`config.mk`:
```
export PLATFORM = sky130hd
export DESIGN_NAME = soc_dac_clk_ctrl_flat
export DESIGN_NICKNAME = d
export VERILOG_FILES = /design/src/rtl/soc_dac_clk_pkg.sv /design/src/rtl/soc_dac_clk_ctrl_if.sv /design/src/rtl/soc_dac_clk_ctrl_lock_timer.sv /design/src/rtl/soc_dac_clk_ctrl.sv /design/src/flat_wrapper.sv
export SDC_FILE = /design/constraint.sdc
export NUM_CORES = 1
export LEC_CHECK = 0
export BUFFER_PORTS_ARGS = -buffer_cell sky130_fd_sc_hd__buf_2
export CAP_MARGIN = 20
export CORE_MARGIN = 8
export CORE_UTILIZATION = 39
export CTS_BUF_LIST = sky130_fd_sc_hd__clkbuf_8
export DETAILED_ROUTE_END_ITERATION = 16
export PLACE_DENSITY = 0.7
export SLEW_MARGIN = 15
export SYNTH_ARGS = -nofsm -noshare
export SYNTH_HDL_FRONTEND = slang
export SYNTH_SLANG_ARGS = --single-unit
```
`constraint.sdc`:
```
create_clock -name ref_clk -period 1.74 [get_ports ref_clk]
set_input_delay 0.261 -clock ref_clk [delete_from_list [all_inputs] [get_ports ref_clk]]
set_output_delay 0.261 -clock ref_clk [all_outputs]
set_load 0.005 [all_outputs]
```
`src/rtl/soc_dac_clk_pkg.sv`:
```
`default_nettype none
// ============================================================================
//  Module      : soc_dac_clk_pkg
//  Description : Shared constants, counter-width helper and divider counter
//                type for the DAC clock-control block.
//  Revision    : 1.0 - initial release
// ============================================================================
package soc_dac_clk_pkg;

    // Default configuration of the DAC clock path
    localparam int C_DEF_DAC_CLK_FACTOR = 8;
    localparam int C_DEF_DOUT_WIDTH     = 8;
    localparam int C_DEF_LOCK_CYCLES    = 16;

    // Counter width that never collapses to zero bits
    function automatic int cnt_w(input int n);
        int w;
        w = $clog2(n);
        return (w < 1) ? 1 : w;
    endfunction

    localparam int HALF = C_DEF_DAC_CLK_FACTOR / 2;
    localparam int LAST = C_DEF_DAC_CLK_FACTOR - 1;

    typedef logic [cnt_w(C_DEF_DAC_CLK_FACTOR)-1:0] div_cnt_t;

endpackage : soc_dac_clk_pkg
`default_nettype wire

```
`src/rtl/soc_dac_clk_ctrl_if.sv`:
```
`default_nettype none
// ============================================================================
//  Module      : soc_dac_clk_ctrl_if
//  Description : Enable / lock / DAC clock and sample bundle between the
//                clock controller (master) and its consumer (slave).
//  Revision    : 1.0 - initial release
// ============================================================================
interface soc_dac_clk_ctrl_if #(
    parameter int DOUT_WIDTH = 8
);
    logic                  en;
    logic                  locked;
    logic                  dac_clk;
    logic [DOUT_WIDTH-1:0] dout;

    modport master (
        input  en,
        output locked,
        output dac_clk,
        output dout
    );

    modport slave (
        output en,
        input  locked,
        input  dac_clk,
        input  dout
    );
endinterface : soc_dac_clk_ctrl_if
`default_nettype wire

```
`src/rtl/soc_dac_clk_ctrl_lock_timer.sv`:
```
`default_nettype none
// ============================================================================
//  Module      : soc_dac_clk_ctrl_lock_timer
//  Description : Qualifies the reference clock LOCK_CYCLES edges after reset
//                release; locked is sticky until the next reset.
//  Revision    : 1.0 - initial release
// ============================================================================
module soc_dac_clk_ctrl_lock_timer
    import soc_dac_clk_pkg::*;
#(
    parameter int LOCK_CYCLES = 16
) (
    input  wire  ref_clk,
    input  wire  rst_n,
    output logic locked
);

    localparam int                 CNT_W  = cnt_w(LOCK_CYCLES);
    localparam logic [CNT_W-1:0]   C_TERM = CNT_W'(LOCK_CYCLES - 1);

    logic [CNT_W-1:0] r_lock_cnt;
    logic             r_locked;

    always_ff @(posedge ref_clk or negedge rst_n) begin
        if (!rst_n) begin
            r_lock_cnt <= '0;
            r_locked   <= 1'b0;
        end else if (!r_locked) begin
            r_lock_cnt <= r_lock_cnt + CNT_W'(1);
            if (r_lock_cnt == C_TERM) begin
                r_locked <= 1'b1;
            end
        end
    end

    assign locked = r_locked;

endmodule : soc_dac_clk_ctrl_lock_timer
`default_nettype wire

```
`src/rtl/soc_dac_clk_ctrl.sv`:
```
`default_nettype none
// ============================================================================
//  Module      : soc_dac_clk_ctrl
//  Description : Portable DAC clock front end: lock timer, gated 50% duty
//                divider and a ramp sample generator aligned to dac_clk.
//  Revision    : 1.0 - initial release
// ============================================================================
module soc_dac_clk_ctrl
    import soc_dac_clk_pkg::*;
#(
    parameter int DAC_CLK_FACTOR = C_DEF_DAC_CLK_FACTOR,
    parameter int DOUT_WIDTH     = C_DEF_DOUT_WIDTH,
    parameter int LOCK_CYCLES    = C_DEF_LOCK_CYCLES
) (
    input  wire                    ref_clk,
    input  wire                    rst_n,
    soc_dac_clk_ctrl_if.master     dac
);

    localparam int               DIV_W     = cnt_w(DAC_CLK_FACTOR);
    localparam logic [DIV_W-1:0] C_HALF_M1 = DIV_W'(DAC_CLK_FACTOR / 2 - 1);
    localparam logic [DIV_W-1:0] C_LAST    = DIV_W'(DAC_CLK_FACTOR - 1);

    logic                  w_locked;
    logic                  w_run;
    logic [DIV_W-1:0]      r_div_cnt;
    logic                  r_dac_clk;
    logic [DOUT_WIDTH-1:0] r_dout;

    soc_dac_clk_ctrl_lock_timer #(
        .LOCK_CYCLES (LOCK_CYCLES)
    ) u_lock_timer (
        .ref_clk (ref_clk),
        .rst_n   (rst_n),
        .locked  (w_locked)
    );

    assign w_run = w_locked & dac.en;

    // Everything freezes while not running, so re-enable resumes mid-period
    always_ff @(posedge ref_clk or negedge rst_n) begin
        if (!rst_n) begin
            r_div_cnt <= '0;
            r_dac_clk <= 1'b0;
            r_dout    <= '0;
        end else if (w_run) begin
            if (r_div_cnt == C_LAST) begin
                r_div_cnt <= '0;
            end else begin
                r_div_cnt <= r_div_cnt + DIV_W'(1);
            end

            // Sample advances on the rising dac_clk edge; DAC samples on the fall
            if (r_div_cnt == C_HALF_M1) begin
                r_dac_clk <= 1'b1;
                r_dout    <= r_dout + DOUT_WIDTH'(1);
            end else if (r_div_cnt == C_LAST) begin
                r_dac_clk <= 1'b0;
            end
        end
    end

    assign dac.locked  = w_locked;
    assign dac.dac_clk = r_dac_clk;
    assign dac.dout    = r_dout;

endmodule : soc_dac_clk_ctrl
`default_nettype wire

```
`src/flat_wrapper.sv`:
```
// flat-port wrapper written by rule: the top's interface ports become plain ports
module soc_dac_clk_ctrl_flat import soc_dac_clk_pkg::*;
#(
    parameter int DAC_CLK_FACTOR = C_DEF_DAC_CLK_FACTOR,
    parameter int DOUT_WIDTH     = C_DEF_DOUT_WIDTH,
    parameter int LOCK_CYCLES    = C_DEF_LOCK_CYCLES
)
  (ref_clk, rst_n, dac_en, dac_locked, dac_dac_clk, dac_dout);
  soc_dac_clk_ctrl_if #(.DOUT_WIDTH(DOUT_WIDTH)) dac_i ();
  input  wire ref_clk;
  input  wire rst_n;
  input wire logic [$bits(dac_i.en)-1:0] dac_en;
  output wire logic [$bits(dac_i.locked)-1:0] dac_locked;
  output wire logic [$bits(dac_i.dac_clk)-1:0] dac_dac_clk;
  output wire logic [$bits(dac_i.dout)-1:0] dac_dout;
  assign dac_i.en = dac_en;
  assign dac_locked = dac_i.locked;
  assign dac_dac_clk = dac_i.dac_clk;
  assign dac_dout = dac_i.dout;
  soc_dac_clk_ctrl #(.DAC_CLK_FACTOR(DAC_CLK_FACTOR), .DOUT_WIDTH(DOUT_WIDTH), .LOCK_CYCLES(LOCK_CYCLES)) u_core (.ref_clk(ref_clk), .rst_n(rst_n), .dac(dac_i));
endmodule
```
==> impl_metrics.toml, run 1 <==
[run_status]
outcome = "finished clean"

[critical_path]
cp.required_ns = 1.91
cp-start-kind = "register"
endpoint_kind = "register"
cp_max_fo = 5
path_class = "reg -> reg"
arrival_ns = 1.67
rr_worst_depth = 5

[sta]
final.setup_skew_ns = 0.00483
setup_tns_ns = 0
finalSetupViolCount = 0
finalWorstPathRequiredPeriod_ns = 1.50
slew_headroom = 0.736
hold_violations = 0
fmax_ghz = 0.666
rsz0062_at_grt = "no"
period_share = 0.864
setup_ws_ns = 0.237
maxSlewViolCount = 0
worst_slew_pin_slew_ns = 0.396

[clock_tree]
ctsResizeCount = 0
cts_buffers = 3
cts_buffer_depth = 2
ctsRootBufferMaster = "clkbuf_8"
tritoncts = "built"
clkSlewWorstSetupHoldPaths_ns = 0.06
clock-sinks = 17
clk_latency_ns = 0.24
htreeDepth = 1

[grt]
grt_util_all_layers = 0.0812
antenna_found_initial = 0
first_global_vias = 521
grt_max_degree = 18
gr-usage-met1 = 0.0797
top_usage_layer = "met2"
grt_pass1_wl_mm = 2.23
grt_use_met3 = 0.0254
global_route.overflow_total = 0
grt_use_met2 = 0.149

[die]
fp-row-count = 16
fp.dieH_um = 60.6
die_area_mm2 = 0.00367
coreArea_mm2 = 0.00192
initial_core_util = 0.404
die_x_um = 60.6
ios = 13

[placement]
port_buffers = 12
gp_congestion = 0.772
hpwl_um = 981
pre_cts_slack_ns = 0.244

[finish]
syn2layout_area_growth_pct = 18.2
antenna_cells = 0
finalNetCount = 88
drive_gt1_frac = 0.253

[yosys]
syn_inst = 63
yosysWarnings = 0
ys_types = 19
avgSynthCellArea_um2 = 12.3
yosys_register_bits = 17
yosysSeqAreaShare = 0.548
synth_nets = 71
syn_area_um2 = 776

[min_path]
min_path_type = "in -> reg"
hold_depth = 3

[routing]
drc = 0
vias = 508
first_pass_iters = 3
post_drt_wl_per_cell_um = 12.2
drt_first_iter_violations = 12
drtAntennaViolNets = 0
vias_per_cell = 4.79
routed_wl_mm = 1.29

[power]
p_leak_nw = 0.480
power_density_mw_per_mm2 = 1140
vdd_drop_max_v = 0.000436

[job]
drv_cap = 0
==> kinds of logic (layout without fill, tap and decap cells) <==
kind of cell    Yosys count  count (layout)  synth area share
compound gates            4               4            0.0339
xor+xnor                 10              10             0.113
fa+ha+maj                 5               5            0.0806
buf+inv                   2              18            0.0145
flops                    17              17             0.548
mux                       2               2            0.0290
simple gates             23              23             0.181
==> through the flow <==
stage / hold WS, ns / utilization / instances / power, mW / area, um^2
6_report: 0.366 / 0.477 / 106 / 1.04 / 917
5_1_grt: 0.367 / 0.477 / 106 / 1.13 / 917
4_1_cts: 0.362 / 0.477 / 106 / 1.07 / 917
3_5_place_dp: 0.203 / 0.449 / 101 / 0.778 / 862
3_3_place_gp: 0.199 / 0.449 / 101 / 0.768 / 862
2_1_floorplan: -0.0346 / - / 63 / 0.681 / 776
==> flip-flops by register name, indices dropped and copies added, names as in the netlist <==
| register | count |
|---|---|
| u_core.u_lock_timer.r_lock_cnt | 4 |
| u_core.u_lock_timer.locked | 1 |
| u_core.dac.dout | 8 |
| u_core.dac.dac_clk | 1 |
| u_core.r_div_cnt | 3 |
==> placed cells by master, fill, tap and decap left out, types with 2 or more instances in the layout <==
| cell | netlist | routed |
|---|---|---|
| dfrtp_1 | 17 | 17 |
| buf_2 | 0 | 12 |
| nand2_1 | 10 | 10 |
| xnor2_1 | 5 | 5 |
| xor2_1 | 5 | 5 |
| ha_1 | 5 | 5 |
| nor3_1 | 3 | 3 |
| clkbuf_8 | 0 | 3 |
| inv_1 | 1 | 2 |
| nand3_1 | 2 | 2 |
| o21ai_0 | 2 | 2 |
| nor2_1 | 2 | 2 |
| mux2_2 | 2 | 2 |
| nand2b_1 | 2 | 2 |
==> where the power goes <==
group	switching (mW)	total, mW	leakage (nW)	internal [mW]
Sequential	0.0629	0.532	0.220	0.469
Combinational	0.117	0.232	0.233	0.116
Clock	0.121	0.277	0.0269	0.156
==> cells in the mapped netlist <==
| cell | instances | area (um^2) |
|---|---|---|
| o21ai_0 | 2 | 10.0 |
| nor2_1 | 2 | 7.51 |
| nand2_1 | 10 | 37.5 |
| a21o_1 | 1 | 7.51 |
| ha_1 | 5 | 62.6 |
| nand4_4 | 1 | 21.3 |
| buf_4 | 1 | 7.51 |
| mux2_2 | 2 | 22.5 |
| nand2b_1 | 2 | 12.5 |
| inv_1 | 1 | 3.75 |
| a31o_2 | 1 | 8.76 |
| xor2_1 | 5 | 43.8 |
| nor3_1 | 3 | 15.0 |
| nor4_4 | 1 | 21.3 |
| nand4_1 | 1 | 6.26 |
| nand3_1 | 2 | 10.0 |
| dfrtp_1 | 17 | 425 |
| nand4b_1 | 1 | 8.76 |
| xnor2_1 | 5 | 43.8 |
==> worst max-delay path, cell delays in order, from the launching register on <==
cell	delay [ns]
dfrtp_1	0.37
ha_1	0.19
ha_1	0.24
nand4_4	0.16
nor4_4	0.31
xor2_1	0.16
==> metal layers <==
layer	routed length (um)	vias up
met5	0	-
met2	659	8
met1	555	251
met3	69	2
li1	-	247
met4	8	0
==> cell type report <==
class | count | area (um^2)
inverter | 1 | 3.75
timing repair buffer | 13 | 70.1
sequential | 17 | 425
clock buffer | 3 | 41.3
clock inverter | 1 | 3.75
fill | 190 | 1000
multi-input combinational | 44 | 339
tap | 27 | 33.8
==> final timing paths <==
check | startpoint | to | slack (ns)
worst max register to register | u_core.r_div_cnt[0]$_DFFE_PN0P_ | u_core.dac.dout[7]$_DFFE_PN0P_ | 0.24
worst min register to register | u_core.dac.dout[7]$_DFFE_PN0P_ | u_core.dac.dout[7]$_DFFE_PN0P_ | 0.47
max in group asynchronous | rst_n | u_core.u_lock_timer.r_lock_cnt[1]$_DFFE_PN0N_ | 1.00
min in group asynchronous | rst_n | u_core.dac.dout[2]$_DFFE_PN0P_ | 0.47
worst min-delay path | dac_en | u_core.dac.dout[2]$_DFFE_PN0P_ | 0.37
worst max-delay path | u_core.r_div_cnt[0]$_DFFE_PN0P_ | u_core.dac.dout[7]$_DFFE_PN0P_ | 0.24
==> what timing repair did <==
| action | CTS | global route |
|---|---|---|
| hold endpoints to repair | 17 | 0 |
| setup buffers | 0 | 0 |
| endpoints found under the setup margin | 0 | 0 |
| hold buffers | 1 | 0 |
Note: power is estimated with default switching activity, not from simulation.
==> inputs of run 2 (changes only) <==
--- a/config.mk
+++ b/config.mk
@@ -11,7 +11,7 @@
 export CORE_UTILIZATION = 39
 export CTS_BUF_LIST = sky130_fd_sc_hd__clkbuf_8
 export DETAILED_ROUTE_END_ITERATION = 16
-export PLACE_DENSITY = 0.7
+export PLACE_DENSITY = 0.66
 export SLEW_MARGIN = 15
 export SYNTH_ARGS = -nofsm -noshare
 export SYNTH_HDL_FRONTEND = slang
==> constraint.sdc (replaced) <==
create_clock -name ref_clk -period 1.74 [get_ports ref_clk]
set_input_delay 0.261 -clock ref_clk [delete_from_list [all_inputs] [get_ports ref_clk]]
set_output_delay 0.261 -clock ref_clk [all_outputs]
set_load 0.01 [all_outputs]
==> impl_metrics.toml, run 2 (same netlist as run 1, synthesis figures left out) <==
[critical_path]
path_class = "reg -> reg"
cp.required_ns = 1.91
cp-start-kind = "register"
startpoint = "u_core.r_div_cnt[0]$_DFFE_PN0P_"
endpoint_kind = "register"
r2r-start = "u_core.r_div_cnt[0]$_DFFE_PN0P_"
cp_max_fo = 5
arrival_ns = 1.67

[clock_tree]
tritoncts = "built"
htreeDepth = 1
clock-sinks = 17
cts_buffer_depth = 2
clkSlewWorstSetupHoldPaths_ns = 0.06
cts_buffers = 3
ctsRootBufferMaster = "clkbuf_8"
clk_latency_ns = 0.25

[routing]
drc = 0
wl_met1_um = 585
vias_per_cell = 4.57
drtAntennaViolNets = 0
first_pass_iters = 4
wl_met3_um = 106
vias = 484
dr_wl_met2_um = 568
drt_first_iter_violations = 4
top_layer = "met4"
routed_wl_mm = 1.28
post_drt_wl_per_cell_um = 12.1

[grt]
grt_max_degree = 18
global_route.overflow_total = 0
antenna_found_initial = 0
grt_util_all_layers = 0.0807
first_global_vias = 497
grt_pass1_wl_mm = 2.19

[finish]
antenna_cells = 0
final_common_cell = "dfrtp_1"
stdcell_count = 106
mostFrequentLayoutCells = "17 x dfrtp_1, 12 x buf_2, 10 x nand2_1"
utilization = 0.478
drive_gt1_frac = 0.266
design_area_um2 = 918
syn2layout_area_growth_pct = 18.4
finalNetCount = 88
largest_reg_flops = 8

[placement]
hpwl_um = 954
port_buffers = 12
gp_congestion = 0.735
pre_cts_slack_ns = 0.253
dp.cells = 101
dpl-instance-area_um2 = 862

[sta]
fmax_ghz = 0.666
finalSetupViolCount = 0
rsz0062_at_grt = "no"
setup_ws_ns = 0.239
final.setup_skew_ns = 0.00237
finalWorstPathRequiredPeriod_ns = 1.50
period_share = 0.863
hold_violations = 0
setup_tns_ns = 0
worst_slew_pin_slew_ns = 0.385
slew_headroom = 0.743
hold_slack_ns = 0.357
maxSlewViolCount = 0

[die]
fp-row-count = 16
fp.dieH_um = 60.6
die_x_um = 60.6
die_area_mm2 = 0.00367
coreArea_mm2 = 0.00192
ios = 13
initial_core_util = 0.404

[power]
p_leak_nw = 0.478
power_mw = 1.07
vdd_drop_max_v = 0.000571
power_density_mw_per_mm2 = 1160

[min_path]
worst_hold_startpoint = "dac_en"
min_path_type = "in -> reg"

[job]
drv_cap = 0

[run_status]
outcome = "finished clean"
[run 2: worst max-delay path, cell delays in order, from the launching register on]
cell,delay [ns]
dfrtp_1,0.37
ha_1,0.18
ha_1,0.23
nand4_4,0.16
nor4_4,0.31
xor2_1,0.17
[run 2: final timing paths]
| check | end | slack (ns) | cells past startpoint |
|---|---|---|---|
| min | u_core.dac.dout[2]$_DFFE_PN0P_ | 0.36 | 3 |
| max reg2reg | u_core.dac.dout[7]$_DFFE_PN0P_ | 0.24 | 5 |
| min in group asynchronous | u_core.dac.dout[6]$_DFFE_PN0P_ | 0.46 | 2 |
| max | u_core.dac.dout[7]$_DFFE_PN0P_ | 0.24 | 5 |
| min reg2reg | u_core.dac.dout[7]$_DFFE_PN0P_ | 0.47 | 1 |
| max in group asynchronous | u_core.dac.dout[3]$_DFFE_PN0P_ | 1.01 | 2 |
[run 2: final cells by class]
cell class | count | area (um^2)
Clock inverter | 1 | 5.00
Clock buffer | 3 | 41.3
Timing Repair Buffer | 13 | 70.1
Inverter | 1 | 3.75
Tap cell | 27 | 33.8
Multi-Input combinational cell | 44 | 339
Sequential cell | 17 | 425
Fill cell | 192 | 1000
[run 2: power breakdown]
part	switching, mW	internal [mW]	leakage (nW)
Clock	0.126	0.159	0.0255
Sequential	0.0613	0.469	0.220
Combinational	0.136	0.118	0.233
Total	0.324	0.745	0.478
[run 2: layer usage]
layer  track usage  vias to the layer above
li1              -                      244
met1         0.100                      227
met2         0.122                       11
met3        0.0318                        2
met4        0.0299                        0
met5             0                        -
[run 2: repair_timing]
| action | 4_1_cts | 5_1_grt |
|---|---|---|
| gates resized for setup | 0 | 0 |
| hold buffers | 1 | 0 |
| setup buffers | 0 | 0 |
| endpoints found under the hold margin | 17 | 0 |
==> inputs of run 3 (changes only) <==
--- a/config.mk
+++ b/config.mk
@@ -12,6 +12,7 @@
 export CTS_BUF_LIST = sky130_fd_sc_hd__clkbuf_8
 export DETAILED_ROUTE_END_ITERATION = 16
 export PLACE_DENSITY = 0.66
+export RECOVER_POWER = 50
 export SLEW_MARGIN = 15
 export SYNTH_ARGS = -nofsm -noshare
 export SYNTH_HDL_FRONTEND = slang
==> impl_metrics.toml, run 3 (same netlist as run 1, synthesis figures left out) <==
[run_status]
outcome = "finished clean"

[sta]
setup_tns_ns = 0
slew_headroom = 0.387
hold_violations = 0
period_share = 0.862
worst_slew_pin_slew_ns = 0.920
fmax_ghz = 0.667
rsz0062_at_grt = "no"
finalWorstPathRequiredPeriod_ns = 1.50
finalSetupViolCount = 0
final.setup_skew_ns = 0.00230
maxSlewViolCount = 0

[finish]
final_common_cell = "dfrtp_1"
antenna_cells = 0
finalNetCount = 88
fillers = 194
syn2layout_area_growth_pct = 17.9
stdcell_count = 106
multiInputGateArea_um2 = 339
seq_area_um2 = 425
drive_gt1_frac = 0.228
largest_reg_flops = 8
mostFrequentLayoutCells = "17 x dfrtp_1, 10 x nand2_1, 9 x buf_2"
design_area_um2 = 915

[placement]
gp_congestion = 0.735
dpl-instance-area_um2 = 862
hpwl_um = 954
port_buffers = 12
dp.cells = 101

[die]
initial_core_util = 0.404
ios = 13
fp.dieH_um = 60.6
fp-row-count = 16
die_area_mm2 = 0.00367
coreArea_mm2 = 0.00192
die_x_um = 60.6

[critical_path]
cp-start-kind = "register"
endpoint_kind = "register"
cp_max_fo = 5
path_class = "reg -> reg"
arrival_ns = 1.67
cp.required_ns = 1.91

[min_path]
min_path_type = "in -> reg"

[power]
p_leak_nw = 0.469
vdd_drop_max_v = 0.000570
power_density_mw_per_mm2 = 1170

[routing]
drtAntennaViolNets = 0
routed_wl_mm = 1.28
drc = 0
vias_per_cell = 4.58
vias = 486
first_pass_iters = 4
drt_first_iter_violations = 4
post_drt_wl_per_cell_um = 12.0

[clock_tree]
ctsRootBufferMaster = "clkbuf_8"
tritoncts = "built"
htreeDepth = 1
ctsResizeCount = 0
cts_buffer_depth = 2
clock-sinks = 17
cts_buffers = 3
clkSlewWorstSetupHoldPaths_ns = 0.06
clk_latency_ns = 0.25

[grt]
global_route.overflow_total = 0
antenna_found_initial = 0
first_global_vias = 497
grt_pass1_wl_mm = 2.19
grt_util_all_layers = 0.0807
grt_max_degree = 18

[job]
drv_cap = 0
-- run 3: cell types whose count changed in the layout (fill, tap and decap cells not counted), sizes merged --
cell	delta
clkbuf	+3
buf	-3
-- run 3: routing by layer --
metal,wire length [um],part of all wire,vias to the layer above,GRT usage
li1,-,-,243,-
met1,575,0.45,230,0.100
met2,573,0.45,11,0.122
met3,107,0.084,2,0.0318
met4,19,0.015,0,0.0299
met5,0,0,-,0
-- run 3: timing repair --
item / CTS / global route
hold endpoints to repair: 17 / 0
buffers inserted: 0 / 0
hold buffers: 1 / 0
-- run 3: path summary, 6_finish.rpt --
| kind | start | cells after the start | slack (ns) | end |
|---|---|---|---|---|
| setup / recovery | u_core.r_div_cnt[0]$_DFFE_PN0P_ | 5 | 0.24 | u_core.dac.dout[7]$_DFFE_PN0P_ |
| hold / removal | dac_en | 3 | 0.36 | u_core.dac.dout[2]$_DFFE_PN0P_ |
| setup reg to reg | u_core.r_div_cnt[0]$_DFFE_PN0P_ | 5 | 0.24 | u_core.dac.dout[7]$_DFFE_PN0P_ |
| hold reg to reg | u_core.dac.dout[7]$_DFFE_PN0P_ | 1 | 0.47 | u_core.dac.dout[7]$_DFFE_PN0P_ |
| max in group asynchronous | rst_n | 2 | 0.52 | u_core.dac.dout[3]$_DFFE_PN0P_ |
| min in group asynchronous | rst_n | 2 | 0.66 | u_core.dac.dout[6]$_DFFE_PN0P_ |
-- run 3: cell type report --
type	instances	share of cell area
Tap cell	27	0.0369
Sequential cell	17	0.465
Timing Repair Buffer	13	0.0725
Multi-Input combinational cell	44	0.371
Inverter	1	0.00410
Clock buffer	3	0.0451
Clock inverter	1	0.00547
-- run 3: power breakdown --
group          switching (mW)  internal, mW
sequential             0.0615         0.469
combinational           0.136         0.115
clock                   0.126         0.159
total                   0.324         0.742
-- run 3: through the flow --
stage	total power, mW	hold WS, ns	util	worst slack [ns]
finish	1.07	0.357	0.476	0.240
global route	1.15	0.380	0.476	0.107
CTS	1.10	0.356	0.478	0.231
detailed placement	0.792	0.207	0.449	0.253
global placement	0.787	0.203	0.449	0.302
floorplan	0.698	-0.0346	-	0.330
-- run 3: critical path, stage by stage (launching register included) --
cell     delay [ns]
dfrtp_1        0.37
ha_1           0.18
ha_1           0.23
nand4_4        0.16
nor4_4         0.31
xor2_1         0.16
